`src/rtl/spi_pkg.sv`:
```
// spi_pkg: shared types and constants for the SPI responder
package spi_pkg;
    localparam int SYNC_STAGES = 2;
    localparam logic [7:0] CMD_WRITE = 8'h02;
    localparam logic [7:0] CMD_READ = 8'h03;
    typedef enum logic [2:0] {
        ST_IDLE,
        ST_CMD,
        ST_ADDR,
        ST_WRITE,
        ST_READ,
        ST_IGNORE
    } resp_state_type;
    typedef enum logic {
        OP_WRITE,
        OP_READ
    } op_type;
endpackage

```
`src/rtl/spi_sync_edge.sv`:
```
// spi_sync_edge: multi-flop synchronizer with rise/fall pulses on the synchronized level
module spi_sync_edge
    import spi_pkg::*;
#(
    parameter bit RST_VAL = 1'b0
) (
    input  logic clk,
    input  logic rst,
    input  logic din,
    output logic rise,
    output logic fall
);
    logic [SYNC_STAGES-1:0] ff;
    logic prev;
    always_ff @(posedge clk or negedge rst) begin
        if (!rst) begin
            ff <= {SYNC_STAGES{RST_VAL}};
            prev <= RST_VAL;
        end else begin
            ff <= {ff[SYNC_STAGES-2:0], din};
            prev <= ff[SYNC_STAGES-1];
        end
    end
    assign rise = ff[SYNC_STAGES-1] & ~prev;
    assign fall = ~ff[SYNC_STAGES-1] & prev;
endmodule

```
`src/rtl/spi_responder.sv`:
```
// spi_responder: mode-0 SPI target with command/address decode over a byte register file
module spi_responder
    import spi_pkg::*;
#(
    parameter int DATA = 8,
    parameter int DEPTH = 32,
    parameter int AW = $clog2(DEPTH)
) (
    input  logic            clk,
    input  logic            rst,
    input  logic            sclk,
    input  logic            cs_n,
    input  logic            mosi,
    output logic            miso,
    output logic            miso_oe,
    input  logic [AW-1:0]   host_addr,
    output logic [DATA-1:0] host_rdata,
    output logic            wr_strobe,
    output logic [AW-1:0]   wr_addr,
    output logic [DATA-1:0] wr_data,
    output logic            frame_err
);
    logic sclk_rise, sclk_fall, cs_rise, cs_fall, mosi_s;
    logic [SYNC_STAGES-1:0] mosi_ff;
    resp_state_type state, state_next;
    op_type op;
    logic [2:0] bit_cnt;
    logic [DATA-1:0] rx_sh, rx_byte, shift_out;
    logic [AW-1:0] addr, addr_inc;
    logic [DATA-1:0] regs [DEPTH];
    logic cnt_en, byte_done, cmd_ok, hold, wr_en, err_en, addr_load, rd_next, shift_en;

    spi_sync_edge #(.RST_VAL(1'b0)) u_sclk (.clk(clk), .rst(rst), .din(sclk), .rise(sclk_rise), .fall(sclk_fall));
    spi_sync_edge #(.RST_VAL(1'b1)) u_cs (.clk(clk), .rst(rst), .din(cs_n), .rise(cs_rise), .fall(cs_fall));

    // mosi goes through the same number of stages as sclk so it is stable at the detected rise
    always_ff @(posedge clk or negedge rst) begin
        if (!rst) mosi_ff <= '0;
        else mosi_ff <= {mosi_ff[SYNC_STAGES-2:0], mosi};
    end
    assign mosi_s = mosi_ff[SYNC_STAGES-1];

    // a non-idle state means chip select is asserted as seen through the synchronizer
    assign cnt_en = sclk_rise && state != ST_IDLE;
    assign byte_done = cnt_en && bit_cnt == 3'd7;
    assign rx_byte = {rx_sh[DATA-2:0], mosi_s};
    assign cmd_ok = rx_byte == CMD_WRITE || rx_byte == CMD_READ;
    assign addr_inc = addr + AW'(1);

    always_ff @(posedge clk or negedge rst) begin
        if (!rst) state <= ST_IDLE;
        else state <= state_next;
    end

    always_comb begin
        state_next = cs_rise ? ST_IDLE :
                     cs_fall ? ST_CMD :
                     !byte_done ? state :
                     state == ST_CMD ? (cmd_ok ? ST_ADDR : ST_IGNORE) :
                     state == ST_ADDR ? (op == OP_READ ? ST_READ : ST_WRITE) :
                     state;
    end

    always_comb begin
        hold = !cs_rise && !cs_fall;
        wr_en = hold && byte_done && state == ST_WRITE;
        err_en = hold && byte_done && state == ST_CMD && !cmd_ok;
        addr_load = hold && byte_done && state == ST_ADDR;
        rd_next = hold && byte_done && state == ST_READ;
        shift_en = hold && sclk_fall && state == ST_READ;
        miso_oe = state == ST_READ;
    end

    always_ff @(posedge clk or negedge rst) begin
        if (!rst) begin
            bit_cnt <= '0;
            rx_sh <= '0;
            op <= OP_WRITE;
            addr <= '0;
            shift_out <= '0;
            miso <= 1'b0;
            wr_strobe <= 1'b0;
            wr_addr <= '0;
            wr_data <= '0;
            frame_err <= 1'b0;
            host_rdata <= '0;
            for (int i = 0; i < DEPTH; i++) regs[i] <= '0;
        end else begin
            bit_cnt <= (cs_rise || cs_fall) ? 3'd0 : cnt_en ? bit_cnt + 3'd1 : bit_cnt;
            if (cnt_en) rx_sh <= rx_byte;
            if (hold && byte_done && state == ST_CMD) op <= rx_byte == CMD_READ ? OP_READ : OP_WRITE;
            if (addr_load) addr <= rx_byte[AW-1:0];
            else if (wr_en || rd_next) addr <= addr_inc;
            shift_out <= addr_load ? regs[rx_byte[AW-1:0]] :
                         rd_next ? regs[addr_inc] :
                         shift_en ? {shift_out[DATA-2:0], 1'b0} :
                         shift_out;
            miso <= state_next == ST_READ ? (shift_en ? shift_out[DATA-1] : miso) : 1'b0;
            wr_strobe <= wr_en;
            if (wr_en) begin
                wr_addr <= addr;
                wr_data <= rx_byte;
                regs[addr] <= rx_byte;
            end
            frame_err <= err_en;
            host_rdata <= regs[host_addr];
        end
    end
endmodule

```
`config.mk`:
```
export PLATFORM = sky130hd
export DESIGN_NAME = spi_responder
export DESIGN_NICKNAME = d
export VERILOG_FILES = /design/src/rtl/spi_pkg.sv /design/src/rtl/spi_sync_edge.sv /design/src/rtl/spi_responder.sv
export SDC_FILE = /design/constraint.sdc
export NUM_CORES = 1
export LEC_CHECK = 0
export BUFFER_PORTS_ARGS = -buffer_cell sky130_fd_sc_hd__buf_4
export CORE_MARGIN = 8
export CORE_UTILIZATION = 50
export DETAILED_ROUTE_END_ITERATION = 8
export GPL_ROUTABILITY_DRIVEN = 1
export PLACE_DENSITY = 0.7
export SLEW_MARGIN = 20
export SYNTH_ARGS = -nofsm -noshare
export SYNTH_HDL_FRONTEND = slang
export SYNTH_SLANG_ARGS = --single-unit
```
`constraint.sdc`:
```
create_clock -name clk -period 3.7 [get_ports clk]
set_clock_uncertainty 0.2 [all_clocks]
set_input_delay 0 -clock clk [delete_from_list [all_inputs] [get_ports clk]]
set_output_delay 0 -clock clk [all_outputs]
set_load 0.05 [all_outputs]
```
; ---- Word-level counts from Yosys, hierarchy flattened
; Index checks and enable logic that the tools add are counted.
[op_classes]
add_sub_neg = 2
multipliers = 0
n_div = 0
order_cmp = 5
eq_ne = 9
shifts = 0
n_mux = 29
bitwise_logic = 12
n_reduce_logical = 22
[op_table]
columns = cell, n
row1 = $bwmux 256, 1
row2 = $bmux 8 s5, 3
row3 = $mux 8, 10
row4 = $demux 8 s5, 1
row5 = $mux 3, 9
row6 = $ge 6x6->1 const B, 4
row7 = $not 5->6, 4
row8 = $eq 8x2->1 const B, 2
row9 = $logic_and 1x1->1, 12
row10 = $mux 5, 2
row11 = $eq 3x3->1 const B, 3
row12 = $eq 3x2->1 const B, 2
row13 = $lt 6x1->1 const B, 1
row14 = $reduce_bool 3->1, 2
row15 = $add 5x1->5 const B, 1
row16 = $and 1x1->1, 4
row17 = $not 1->1, 4
row18 = $reduce_bool 2->1, 2
row19 = $add 3x1->3 const B, 1
row20 = $eq 3x1->1 const B, 1
row21 = $logic_not 1->1, 3
row22 = $logic_or 1x1->1, 3
row23 = $mux 1, 3
row24 = $ne 2x2->1 const B, 1
[word_totals]
reg_bits = 315
latch_bits = 0
ram_bits = 0
rom_bits = 0
inputBits = 10
output_inout_bits = 25
wordCells = 128
mem_count = 0

; ---- Longest topological paths before layout
; Gate-level depths: netlist of run 1.
[logic_depth]
word_depth = 9
depth_mapped = 11
depth_no_buf = 8

; ---- Hierarchy
; From an unflattened synthesis of run 1, not the netlist that was laid out.
[unflattened]
cells_unflattened = 1288
area_unflattened_um2 = 18637.9
[by_module_without_submodules]
columns = module, n_inst, cells_per_inst, area_per_inst_um2, seq_area_each_um2
row1 = spi_responder, 1, 1278, 18453.9, 7732.4
row2 = spi_sync_edge (u_cs), 1, 5, 93.8, 78.8
row3 = spi_sync_edge (u_sclk), 1, 5, 90.1, 75.1

; ---- Worst setup path after synthesis of run 1
; Ideal clock, no wire load.
[synth_path]
path_kind = flip-flop to flip-flop
start = register addr[0]
end = register shift_out[1]
setup_time_ns = 0.126
arrival_time_ns = 3.053
required_ns = 3.374
path_slack_ns = 0.321
path_stages_with_launch = 11
n_path_buf = 4
period_less_slack_ns = 3.379
path_cell_list = dfrtp_1 > buf_4 > inv_2 > buf_1 > ha_1 > buf_2 > buf_2 > mux4_2 > mux2i_1 > o22ai_1 > o32a_1
[synth_between]
elab_chain_len = 7
[synth_lines]
columns = element, line
row1 = "start, declared", spi_responder.sv:29  ; logic [AW-1:0] addr, addr_inc;
row2 = "start signal, assigned", spi_responder.sv:92  ; if (addr_load) addr <= rx_byte[AW-1:0];
row3 = "start signal, assigned", spi_responder.sv:93  ; else if (wr_en || rd_next) addr <= addr_inc;
row4 = $add 5x1->5, spi_responder.sv:48  ; assign addr_inc = addr + AW'(1);
row5 = $not 5->6 (implied by the code), spi_responder.sv:95  ; rd_next ? regs[addr_inc] :
row6 = $bmux 8 s5, spi_responder.sv:95
row7 = $mux 8 (implied by the code) (2 in a row), spi_responder.sv:95
row8 = $mux 8, spi_responder.sv:95
row9 = $mux 8, spi_responder.sv:94  ; shift_out <= addr_load ? regs[rx_byte[AW-1:0]] :
row10 = "end signal, assigned", spi_responder.sv:94
row11 = "end, declared", spi_responder.sv:28  ; logic [DATA-1:0] rx_sh, rx_byte, shift_out;
; Every way passes these cells. The select of a mux whose other input is x is not followed.
; A chain may end at the register's enable or synchronous reset.

; ---- Final worst setup path of run 1
[layout_path]
start = register bit_cnt[0]
end = register regs[202] (netlist name)
[layout_between]
elab_chain_len = 4
[layout_lines]
columns = element, line
row1 = "start, declared", spi_responder.sv:27  ; logic [2:0] bit_cnt;
row2 = "start signal, assigned", spi_responder.sv:89  ; bit_cnt <= (cs_rise || cs_fall) ? 3'd0 : cnt_en ? bit_cnt + 3'd1 : bit_cnt;
row3 = $eq 3x3->1, spi_responder.sv:45  ; assign byte_done = cnt_en && bit_cnt == 3'd7;
row4 = $logic_and 1x1->1, spi_responder.sv:45
row5 = $logic_and 1x1->1 (2 in a row), spi_responder.sv:66  ; wr_en = hold && byte_done && state == ST_WRITE;
row6 = "end signal, assigned by index", spi_responder.sv:103  ; regs[addr] <= rx_byte;
row7 = "end, declared", spi_responder.sv:30  ; logic [DATA-1:0] regs [DEPTH];
; Every way passes these cells.

==> results by group, run 1 <==
Global routing
  • Aggregate global-route resource usage: 0.251
  • Pin count of the biggest net entering global routing: between 100 and 150
  • Total congestion overflow after global routing: 0
  • Antenna violations before repair: 1
  • Wire length of the first global-routing pass: 83.2 mm
  • Via count of the first global-routing pass: 13094

Cells and area
  • Top library cells by usage in the layout, fill and taps aside: dfrtp_1 (309), mux2_2 (254), mux4_2 (186), nand2_1 (135), buf_4 (82)
  • Most common cell after layout, fill and taps aside: dfrtp_1
  • Number of diodes: 0
  • Area growth syn-to-layout: 12.8%
  • Fraction of layout cells with a size suffix above 1: 0.451
  • Nets: 1385
  • Filler cell count in the final layout: 2828
  • Final Cell Area: between 20000 and 25000 µm²

Critical path
  • Data arrival time of the critical path: 3.36 ns
  • Maximum net fanout on the critical path: 47
  • WP data required: slightly below 4 ns
  • Crit start category: flip-flop
  • Kind of capture point of the worst setup path: flip-flop
  • Setup Crit Path Kind: flip-flop to flip-flop

STA
  • Setup-violating endpoint count in the final report: 0
  • Share of the cycle needed by the critical path after routing: 0.856
  • Max_slew headroom: 0.529
  • Worst-Margin Slew: 0.704 ns
  • Final Hold Viols: 0
  • Timing-limited maximum frequency: approximately 320 MHz
  • Final sum of negative setup slack: 0 ns
  • Unrepaired setup endpoints after global routing: false
  • Minimum period implied by the final worst setup slack: between 3 and 4 ns
  • Number of max-slew violations in the final report: 0

CTS
  • Longest Clk Path Bufs: 3
  • Number of clock buffers inserted by TritonCTS: 35
  • Setup Buffers After CTS: 0
  • CTS tree: yes
  • Clk root buf: clkbuf_16
  • Number of levels the H-tree was split into: 2
  • Count of clock tree sinks: 315
  • Clock slew at the register clock pins of the worst setup and hold paths: 0.06 ns
  • Clk_lat worst skew: between 0.5 and 0.6 ns

Detailed routing
  • Initial DRC count: 1471
  • DR vias: between 10000 and 15000
  • Residual DRC: 0
  • Overall routed net length: roughly 54 mm
  • Average wire per cell in the routed design: between 20 and 30 µm
  • TritonRoute pass-1 iters: 5
  • Post-route ant nets: 0
  • Post-DR vias/cell: 6.91

Synth
  • Synth warn: 0
  • Unique cell type count in the Yosys netlist: 63
  • Ys flop type: dfrtp_1
  • Library cell occupying the most area in the post-synthesis netlist: dfrtp_1
  • Part of the Yosys area used for sequential elements: 0.430
  • Async S/R FF share, synth: 1.00
  • Post-synth net total: 1358
  • Flip-flop and latch count after synthesis: roughly 320
  • Post-synthesis cell count: about 1300
  • Post-synthesis instance area: 18300 µm²
  • Fraction of synthesized cell area taken by the top area cell type: 0.426
  • Count of flip-flops with a built-in enable after synthesis: 0
  • Top cells by area in the synthesized netlist: dfrtp_1 (43%), mux4_2 (23%), mux2_2 (16%)
  • Mapped Avg Cell Area: about 14 µm²

Power
  • PD cells: approximately 410 nW/µm²
  • Peak ir drop on the vdd network: between 0.0002 and 0.0003 V
  • Total leakage power: ~9.0 nW

Placed design
  • Final weighted congestion in routability-driven placement: ~0.95
  • Half-perimeter wire length after detailed placement: 35.6 mm
  • Placed Area: roughly 19000 µm²
  • IO buf count: 34

Die
  • Top-level port count: 35
  • Die area: around 43000 µm²
  • Width of the chip: ~210 µm
  • Die height: slightly above 200 µm
  • Core footprint: approximately 36000 µm²
  • Number of core rows: 70
  • Starting utilization of the core area: 0.504

Flow run
  • Number of maximum-capacitance constraint violations: 0

Run status
  • Run status: finished, final reports clean

Hold path
  • Hold Crit Class: flip-flop to flip-flop
state kept, by name, summed over array words and instances (netlist names), 2 cells and up:
name,count
shift_out,8
u_cs.ff,2
wr_addr,5
addr,5
regs,256
wr_data,8
state,3
host_rdata,8
rx_sh,7
bit_cnt,3
u_sclk.ff,2
mosi_ff,2
where the power goes:
| part | internal, mW | switching (mW) |
|---|---|---|
| clock | 2.37 | 1.42 |
| combinational | 0.382 | 0.739 |
| sequential | 3.48 | 0.142 |
| total | 6.24 | 2.30 |
per-layer routing:
layer	vias up	share of wire	global-route usage
met5	-	0	0
met2	801	0.44	0.372
met3	169	0.11	0.0708
met4	0	0.049	0.115
met1	6644	0.40	0.340
li1	5247	-	-
final timing paths:
kind | startpoint | to | slack, ns | cells after the start
setup reg to reg | bit_cnt[0] | regs[202] | 0.53 | 7
setup / recovery | bit_cnt[0] | regs[202] | 0.53 | 7
hold / removal | u_sclk.ff[0] | u_sclk.ff[1] | 0.15 | 0
min in group asynchronous | rst | regs[104] | 0.42 | 4
max in group asynchronous | rst | regs[207] | 2.29 | 4
hold reg to reg | u_sclk.ff[0] | u_sclk.ff[1] | 0.15 | 0
cell type report:
| class | count | area (µm²) | share of cell area |
|---|---|---|---|
| Multi-Input combinational cell | 903 | 9930 | 0.480 |
| Clock buffer | 51 | 1040 | 0.0503 |
| Sequential cell | 315 | 7900 | 0.382 |
| Clock inverter | 12 | 216 | 0.0105 |
| Timing Repair Buffer | 105 | 968 | 0.0469 |
| Tap cell | 468 | 586 | 0.0283 |
| Inverter | 7 | 31.3 | 0.00151 |
Yosys cell counts (3+ instances only):
library cell and number:
inv_1 5, mux2i_1 45, o22ai_1 17, nand3b_1 4, nor3b_1 5, buf_2 47
nand3_1 48, o21ai_1 5, nand2b_1 4, buf_1 13, xnor2_1 3, mux2_2 254
a21oi_1 18, o21ai_0 45, and3_1 3, a211o_1 3, and2_1 3, buf_4 4
a32oi_1 4, nand3_2 20, a31oi_1 3, mux4_2 186, xor2_1 3, a22oi_1 4
o32a_1 6, nand4_1 9, nor2b_1 6, dfstp_2 3, o21a_1 3, nor3_1 11
clkbuf_1 50, or3_1 3, ha_1 8, dfrtp_1 312, nor2_1 15, nand4b_1 3
nand2_1 135
metrics by stage:
stage           util  cells  total power, mW  setup slack (ns)  hold WS (ns)
3_3_place_gp   0.530   1786             4.78             0.667        -0.174
4_1_cts        0.568   1861             8.59             0.584         0.136
5_1_grt        0.568   1861             8.80             0.451         0.166
2_1_floorplan      -   1340             4.33             0.321        -0.496
6_report       0.568   1861             8.54             0.532         0.153
3_5_place_dp   0.530   1786             4.79             0.606        -0.167
critical path, stage by stage (launching register included):
cell,delay [ns]
dfrtp_1,0.36
ha_1,0.17
ha_1,0.25
and4bb_2,0.41
and4_2,0.29
buf_12,0.27
nand3_1,0.57
mux2_2,0.50
kinds of logic after synthesis:
family | after synthesis | synth area share
buffers and inverters | 122 | 0.0297
AO/OA/AOI/OAI | 120 | 0.0404
adder cells (fa/ha/maj) | 8 | 0.00546
flip-flops | 315 | 0.430
XOR/XNOR | 7 | 0.00376
AND/OR/NAND/NOR | 283 | 0.0810
multiplexers | 485 | 0.409
what timing repair did:
item	in CTS	in global routing
resized for setup	0	0
hold endpoints to repair	323	0
endpoints found under the setup margin	0	0
hold buffers	12	0
Note: power is estimated with default switching activity, not from simulation.
==> inputs of run 2 (changes only) <==
Settings changed: PLACE_DENSITY 0.7 to default, PLACE_DENSITY_LB_ADDON from default to 0.15, SYNTH_HIERARCHICAL from default to 1.
==> results by group, run 2 <==
Run status
  • Run status: finished, final reports clean (unchanged)

Global routing
  • Wire length of the first global-routing pass: 85.3 mm (was 83.2 mm)
  • Total congestion overflow after global routing: 0 (unchanged)
  • Via count of the first global-routing pass: 12375 (was 13094)
  • Antenna violations before repair: 1 (unchanged)
  • Pin count of the biggest net entering global routing: 93 (was 107)
  • Aggregate global-route resource usage: 0.260 (was 0.251)

Placed design
  • Cell Count Post-Placement: 1736 (was 1786)
  • Setup slack at placement: 0.523 ns (was 0.606 ns)
  • Half-perimeter wire length after detailed placement: 37.8 mm (was 35.6 mm)
  • Final weighted congestion in routability-driven placement: 0.929 (was 0.945)
  • IO buf count: 34 (unchanged)
  • Placed Area: 19500 µm² (was 19300 µm²)

Detailed routing
  • Average wire per cell in the routed design: 31.2 µm (was 29.0 µm)
  • DR vias: 12515 (was 12861)
  • Residual DRC: 0 (unchanged)
  • Post-DR vias/cell: 6.90 (was 6.91)
  • Post-route ant nets: 0 (unchanged)
  • TritonRoute pass-1 iters: 5 (unchanged)
  • Initial DRC count: 1422 (was 1471)
  • Overall routed net length: 56.5 mm (was 54.0 mm)

Critical path
  • Worst R2R Setup Slack: 0.35 ns (was 0.53 ns)
  • Crit-path leading delay family: compound AO/OA/AOI/OAI gates (was simple AND/OR/NAND/NOR gates)
  • Crit start category: flip-flop (unchanged)
  • Kind of capture point of the worst setup path: flip-flop (unchanged)
  • Number of buffer and inverter instances along the worst setup path: 0 (was 1)
  • Maximum net fanout on the critical path: 11 (was 47)
  • Data arrival time of the critical path: 3.56 ns (was 3.36 ns)
  • Setup Crit Path Kind: flip-flop to flip-flop (unchanged)
  • Cell Chain, Critical Path: ha_1 > a21oi_1 > nor2_1 > o211ai_1 > nand3_1 > a31oi_1 > o21ai_0 (was ha_1 > ha_1 > and4bb_2 > and4_2 > buf_12 > nand3_1 > mux2_2)
  • Max incr delay on CP: 0.94 ns (was 0.57 ns)
  • Critical path's slowest cell: o211ai_1 (was nand3_1)
  • WP data required: 3.90 ns (about the same)

Cells and area
  • Filler cell count in the final layout: 2914 (was 2828)
  • Fraction of layout cells with a size suffix above 1: 0.475 (was 0.451)
  • Number of flip-flops in the largest register: 256 (unchanged)
  • Top library cells by usage in the layout, fill and taps aside: dfrtp_1 (306), mux2_2 (244), mux4_2 (195), buf_4 (86), nand2_1 (65) (was dfrtp_1 (309), mux2_2 (254), mux4_2 (186), nand2_1 (135), buf_4 (82))
  • Non-filler cells in the finished layout: 1813 (was 1861)
  • Number of diodes: 0 (unchanged)
  • Most common cell after layout, fill and taps aside: dfrtp_1 (unchanged)
  • Area growth syn-to-layout: 11.5% (was 12.8%)
  • Final Cell Area: 20800 µm² (was 20700 µm²)
  • Nets: 1335 (was 1385)
  • Register with the highest flop count: regs (unchanged)

Die
  • Starting utilization of the core area: 0.508 (was 0.504)
  • Core footprint: 36700 µm² (was 36300 µm²)
  • Die area: 43700 µm² (was 43000 µm²)
  • Die height: 209 µm (was 207 µm)
  • Top-level port count: 35 (unchanged)
  • Width of the chip: 209 µm (was 207 µm)
  • Number of core rows: 70 (unchanged)

Power
  • Total leakage power: 9.62 nW (was 9.05 nW)
  • Peak ir drop on the vdd network: 0.000265 V (was 0.000276 V)
  • PD cells: 423 nW/µm² (was 413 nW/µm²)

Synth
  • Ys flop type: dfrtp_1 (unchanged)
  • Async S/R FF share, synth: 1.00 (unchanged)
  • Most common cell in the synthesized netlist: dfrtp_1 (unchanged)
  • Part of the Yosys area used for sequential elements: 0.423 (was 0.430)
  • List of most frequent post-synthesis cells: dfrtp_1 (312), mux2_2 (244), mux4_2 (195) (was dfrtp_1 (312), mux2_2 (254), mux4_2 (186))
  • Library cell occupying the most area in the post-synthesis netlist: dfrtp_1 (unchanged)
  • Fraction of synthesized cell area taken by the top area cell type: 0.419 (was 0.426)
  • Count of flip-flops with a built-in enable after synthesis: 0 (unchanged)
  • Synth warn: 6 (was 0)
  • Mapped Avg Cell Area: 14.5 µm² (was 13.7 µm²)
  • Flip-flop and latch count after synthesis: 315 (unchanged)
  • Post-synth net total: 1304 (was 1358)
  • Unique cell type count in the Yosys netlist: 54 (was 63)
  • Post-synthesis cell count: 1288 (was 1340)
  • Top cells by area in the synthesized netlist: dfrtp_1 (42%), mux4_2 (24%), mux2_2 (15%) (was dfrtp_1 (43%), mux4_2 (23%), mux2_2 (16%))
  • Post-synthesis instance area: 18600 µm² (was 18300 µm²)

CTS
  • Number of levels the H-tree was split into: 2 (unchanged)
  • Clk_lat worst skew: 0.53 ns (was 0.52 ns)
  • Longest Clk Path Bufs: 3 (unchanged)
  • Setup Buffers After CTS: 0 (unchanged)
  • Number of clock buffers inserted by TritonCTS: 37 (was 35)
  • Cts repair resizes: 0 (unchanged)
  • Clk root buf: clkbuf_16 (unchanged)
  • Clock slew at the register clock pins of the worst setup and hold paths: 0.06 ns (about the same)
  • CTS tree: yes (unchanged)
  • Count of clock tree sinks: 315 (unchanged)

Hold path
  • Hold Crit Class: input pin to flip-flop (was flip-flop to flip-flop)

STA
  • Final setup margin: 0.345 ns (was 0.532 ns)
  • Share of the cycle needed by the critical path after routing: 0.907 (was 0.856)
  • Setup-violating endpoint count in the final report: 0 (unchanged)
  • Final sum of negative setup slack: 0 ns (unchanged)
  • Worst-Margin Slew: 1.20 ns (was 0.704 ns)
  • Number of max-slew violations in the final report: 0 (unchanged)
  • Worst hold slack: 0.0687 ns (was 0.153 ns)
  • Max_slew headroom: 0.194 (was 0.529)
  • Final Hold Viols: 0 (unchanged)
  • Unrepaired setup endpoints after global routing: false (unchanged)
  • Minimum period implied by the final worst setup slack: 3.35 ns (was 3.17 ns)
  • Timing-limited maximum frequency: 298 MHz (was 316 MHz)

Flow run
  • Number of maximum-capacitance constraint violations: 0 (unchanged)
-- run 2: cell count changes in the layout (fill, tap and decap cells not counted), sizes merged, moves of 9 or more --
cell / before / now
mux4: 186 / 195
nand2: 135 / 97
a21oi: 18 / 27
a22oi: 4 / 17
nor2: 15 / 26
mux2i: 45 / 55
o21ai: 51 / 22
mux2: 254 / 287
o22ai: 17 / 3
a31oi: 3 / 13
nand3: 68 / 20
-- run 2: area by class of cell --
| class | instances | area [µm²] | share of cell area |
|---|---|---|---|
| Tap cell | 468 | 586 | 0.0282 |
| Timing Repair Buffer | 104 | 898 | 0.0432 |
| Clock inverter | 10 | 80.1 | 0.00385 |
| Clock buffer | 55 | 1080 | 0.0521 |
| Sequential cell | 315 | 7900 | 0.380 |
| Multi-Input combinational cell | 857 | 10200 | 0.492 |
| Inverter | 4 | 15.0 | 0.000722 |
-- run 2: metrics by stage --
step / total power [mW] / utilization
3_5_place_dp: 5.27 / 0.531
2_1_floorplan: 4.66 / -
4_1_cts: 8.83 / 0.566
5_1_grt: 9.08 / 0.566
6_report: 8.80 / 0.566
3_3_place_gp: 5.26 / 0.531
-- run 2: what timing repair did --
item,4_1_cts,5_1_grt
hold endpoints to repair,294,0
setup endpoints to repair,0,0
hold buffers,12,0
-- run 2: kinds of logic after synthesis --
logic type	synth area share
xor+xnor	0.00188
buf+inv	0.0307
fa+ha+maj	0.00403
simple gates	0.0624
mux	0.439
compound gates	0.0393
flops	0.423
-- run 2: path summary, 6_finish.rpt --
| kind | cells past startpoint | startpoint | to |
|---|---|---|---|
| setup / recovery | 7 | addr[1] | shift_out[4] |
| hold / removal | 3 | host_addr[2] | host_rdata[1] |
| setup reg to reg | 7 | addr[1] | shift_out[4] |
| hold reg to reg | 0 | mosi_ff[0] | mosi_ff[1] |
| max in group asynchronous | 4 | rst | mosi_ff[1] |
| min in group asynchronous | 4 | rst | bit_cnt[1] |
-- run 2: layer usage --
metal,up-vias,track usage,routed length [µm]
li1,5086,-,-
met1,6648,0.367,23800
met2,652,0.389,25200
met3,127,0.0650,5210
met4,2,0.0919,2260
met5,-,0,15
-- run 2: tightest hold or removal path, cell delays in order --
cell    delay, ns
buf_4        0.24
mux4_2       0.38
mux2_2       0.14
-- run 2: report_power, final --
part | switching [mW] | total (mW) | internal, mW
Sequential | 0.273 | 3.76 | 3.49
Combinational | 0.961 | 1.48 | 0.522
Clock | 1.47 | 3.56 | 2.09
==> inputs of run 3 (changes only) <==
Settings changed: RECOVER_POWER from default to 50.
==> results by group, run 3 (synthesis results as in run 2) <==
Run status
  • Run status: finished with violations (was finished, final reports clean)
  • Violated checks: max-capacitance violations, max-slew violations

Cells and area
  • Number of flip-flops in the largest register: 256 (unchanged)
  • Register with the highest flop count: regs (unchanged)
  • Most common cell after layout, fill and taps aside: dfrtp_1 (unchanged)
  • Fraction of the core area covered by cells at the end of the flow: 0.563 (was 0.566)
  • Final Cell Area: 20600 µm² (was 20800 µm²)
  • Area growth syn-to-layout: 10.8% (was 11.5%)
  • Nets: 1335 (unchanged)
  • Top library cells by usage in the layout, fill and taps aside: dfrtp_1 (306), mux2_2 (244), mux4_2 (195), nand2_1 (65), buf_4 (57) (was dfrtp_1 (306), mux2_2 (244), mux4_2 (195), buf_4 (86), nand2_1 (65))
  • Fraction of layout cells with a size suffix above 1: 0.454 (was 0.475)
  • Non-filler cells in the finished layout: 1814 (was 1813)

Global routing
  • Antenna violations before repair: 1 (unchanged)
  • Wire length of the first global-routing pass: 85.3 mm (unchanged)
  • Pin count of the biggest net entering global routing: 93 (unchanged)
  • Via count of the first global-routing pass: 12375 (unchanged)
  • Total congestion overflow after global routing: 0 (unchanged)
  • Aggregate global-route resource usage: 0.260 (unchanged)

Power
  • Post-layout total power: 8.79 mW (was 8.80 mW)
  • Total leakage power: 9.49 nW (was 9.62 nW)
  • Peak ir drop on the vdd network: 0.000266 V (was 0.000265 V)
  • PD cells: 426 nW/µm² (was 423 nW/µm²)

CTS
  • CTS tree: yes (unchanged)
  • Count of clock tree sinks: 315 (unchanged)
  • Number of levels the H-tree was split into: 2 (unchanged)
  • Number of clock buffers inserted by TritonCTS: 37 (unchanged)
  • Setup Buffers After CTS: 0 (unchanged)
  • Clk_lat worst skew: 0.53 ns (about the same)
  • Clock slew at the register clock pins of the worst setup and hold paths: 0.06 ns (about the same)
  • Clk root buf: clkbuf_16 (unchanged)
  • Longest Clk Path Bufs: 3 (unchanged)

Detailed routing
  • TritonRoute pass-1 iters: 5 (unchanged)
  • DR vias: 12501 (was 12515)
  • Post-route ant nets: 0 (unchanged)
  • Post-DR vias/cell: 6.89 (was 6.90)
  • Initial DRC count: 1550 (was 1422)
  • Overall routed net length: 56.6 mm (was 56.5 mm)
  • Average wire per cell in the routed design: 31.2 µm (about the same)
  • Residual DRC: 0 (unchanged)

Critical path
  • Setup Crit Path Kind: flip-flop to flip-flop (unchanged)
  • Worst reg2reg startpoint: addr[1] (unchanged)
  • Launch point of the worst path: addr[1] (unchanged)
  • Kind of capture point of the worst setup path: flip-flop (unchanged)
  • Cell Chain, Critical Path: ha_1 > a21oi_1 > nor2_1 > o211ai_1 > nand3_1 > a31oi_1 > o21ai_0 (unchanged)
  • Maximum net fanout on the critical path: 11 (unchanged)
  • Number of buffer and inverter instances along the worst setup path: 0 (unchanged)
  • Max incr delay on CP: 0.94 ns (about the same)
  • Crit start category: flip-flop (unchanged)
  • WP data required: 3.90 ns (about the same)
  • Critical path's slowest cell: o211ai_1 (unchanged)
  • Data arrival time of the critical path: 3.55 ns (was 3.56 ns)
  • Worst R2R Setup Slack: 0.35 ns (about the same)
  • Crit-path leading delay family: compound AO/OA/AOI/OAI gates (unchanged)

STA
  • Minimum period implied by the final worst setup slack: 3.35 ns (about the same)
  • Number of max-slew violations in the final report: 208 (was 0)
  • Share of the cycle needed by the critical path after routing: 0.906 (was 0.907)
  • Unrepaired setup endpoints after global routing: false (unchanged)
  • Final setup margin: 0.348 ns (was 0.345 ns)
  • Final sum of negative setup slack: 0 ns (unchanged)
  • Timing-limited maximum frequency: 298 MHz (about the same)
  • Setup-violating endpoint count in the final report: 0 (unchanged)
  • Worst-Margin Slew: 2.30 ns (was 1.20 ns)
  • Worst hold slack: 0.0696 ns (was 0.0687 ns)
  • Final Hold Viols: 0 (unchanged)
  • Max_slew headroom: -0.533 (was 0.194)

Placed design
  • IO buf count: 34 (unchanged)
  • Placed Area: 19500 µm² (unchanged)
  • Cell Count Post-Placement: 1736 (unchanged)
  • Setup slack at placement: 0.523 ns (unchanged)
  • Final weighted congestion in routability-driven placement: 0.929 (unchanged)
  • Half-perimeter wire length after detailed placement: 37.8 mm (unchanged)

Hold path
  • Hold path start: host_addr[2] (unchanged)
  • Hold Crit Class: input pin to flip-flop (unchanged)

Die
  • Die area: 43700 µm² (unchanged)
  • Top-level port count: 35 (unchanged)
  • Die height: 209 µm (unchanged)
  • Starting utilization of the core area: 0.508 (unchanged)
  • Width of the chip: 209 µm (unchanged)
  • Number of core rows: 70 (unchanged)
  • Core footprint: 36700 µm² (unchanged)

Flow run
  • Number of maximum-capacitance constraint violations: 4 (was 0)
-- run 3: changes by cell type in the layout (fill, tap and decap cells not counted) --
cell      delta
clkbuf_2     +2
dfstp_2      -1
buf_4       -29
clkbuf_1    +27
buf_12       -3
diode_2      +1
clkbuf_4     +3
dfstp_1      +1
-- run 3: layout make-up --
type	instances	area [µm²]
antenna	1	2.50
clock buffer	55	1080
clock inverter	10	80.1
fill	2943	16100
inverter	4	15.0
multi-input combinational	857	10200
sequential	315	7900
tap	468	586
timing repair buffer	104	754
-- run 3: repair_timing --
action,in CTS,in global routing
resized for setup,0,0
hold endpoints to repair,294,0
hold buffers,12,0
setup endpoints to repair,0,0
-- run 3: report_power, final --
group	switching [mW]	internal, mW	total (mW)
Clock	1.47	2.09	3.56
Combinational	0.958	0.515	1.47
Sequential	0.270	3.49	3.76
-- run 3: per-layer routing --
layer,vias up,wire length [µm],GRT usage
met4,2,2140,0.0919
met5,-,15,0
li1,5091,-,-
met1,6666,24000,0.367
met2,623,25500,0.389
met3,119,4910,0.0650
-- run 3: worst paths after layout --
path,endpoint,depth (start not counted)
setup / recovery,shift_out[4],7
hold / removal,host_rdata[1],3
setup reg to reg,shift_out[4],7
hold reg to reg,mosi_ff[1],0
max in group asynchronous,regs[126],4
min in group asynchronous,u_sclk/ff[0],4
-- run 3: tightest hold or removal path, stage by stage --
cell and delay (ns):
buf_4 0.24, mux4_2 0.38, mux2_2 0.14
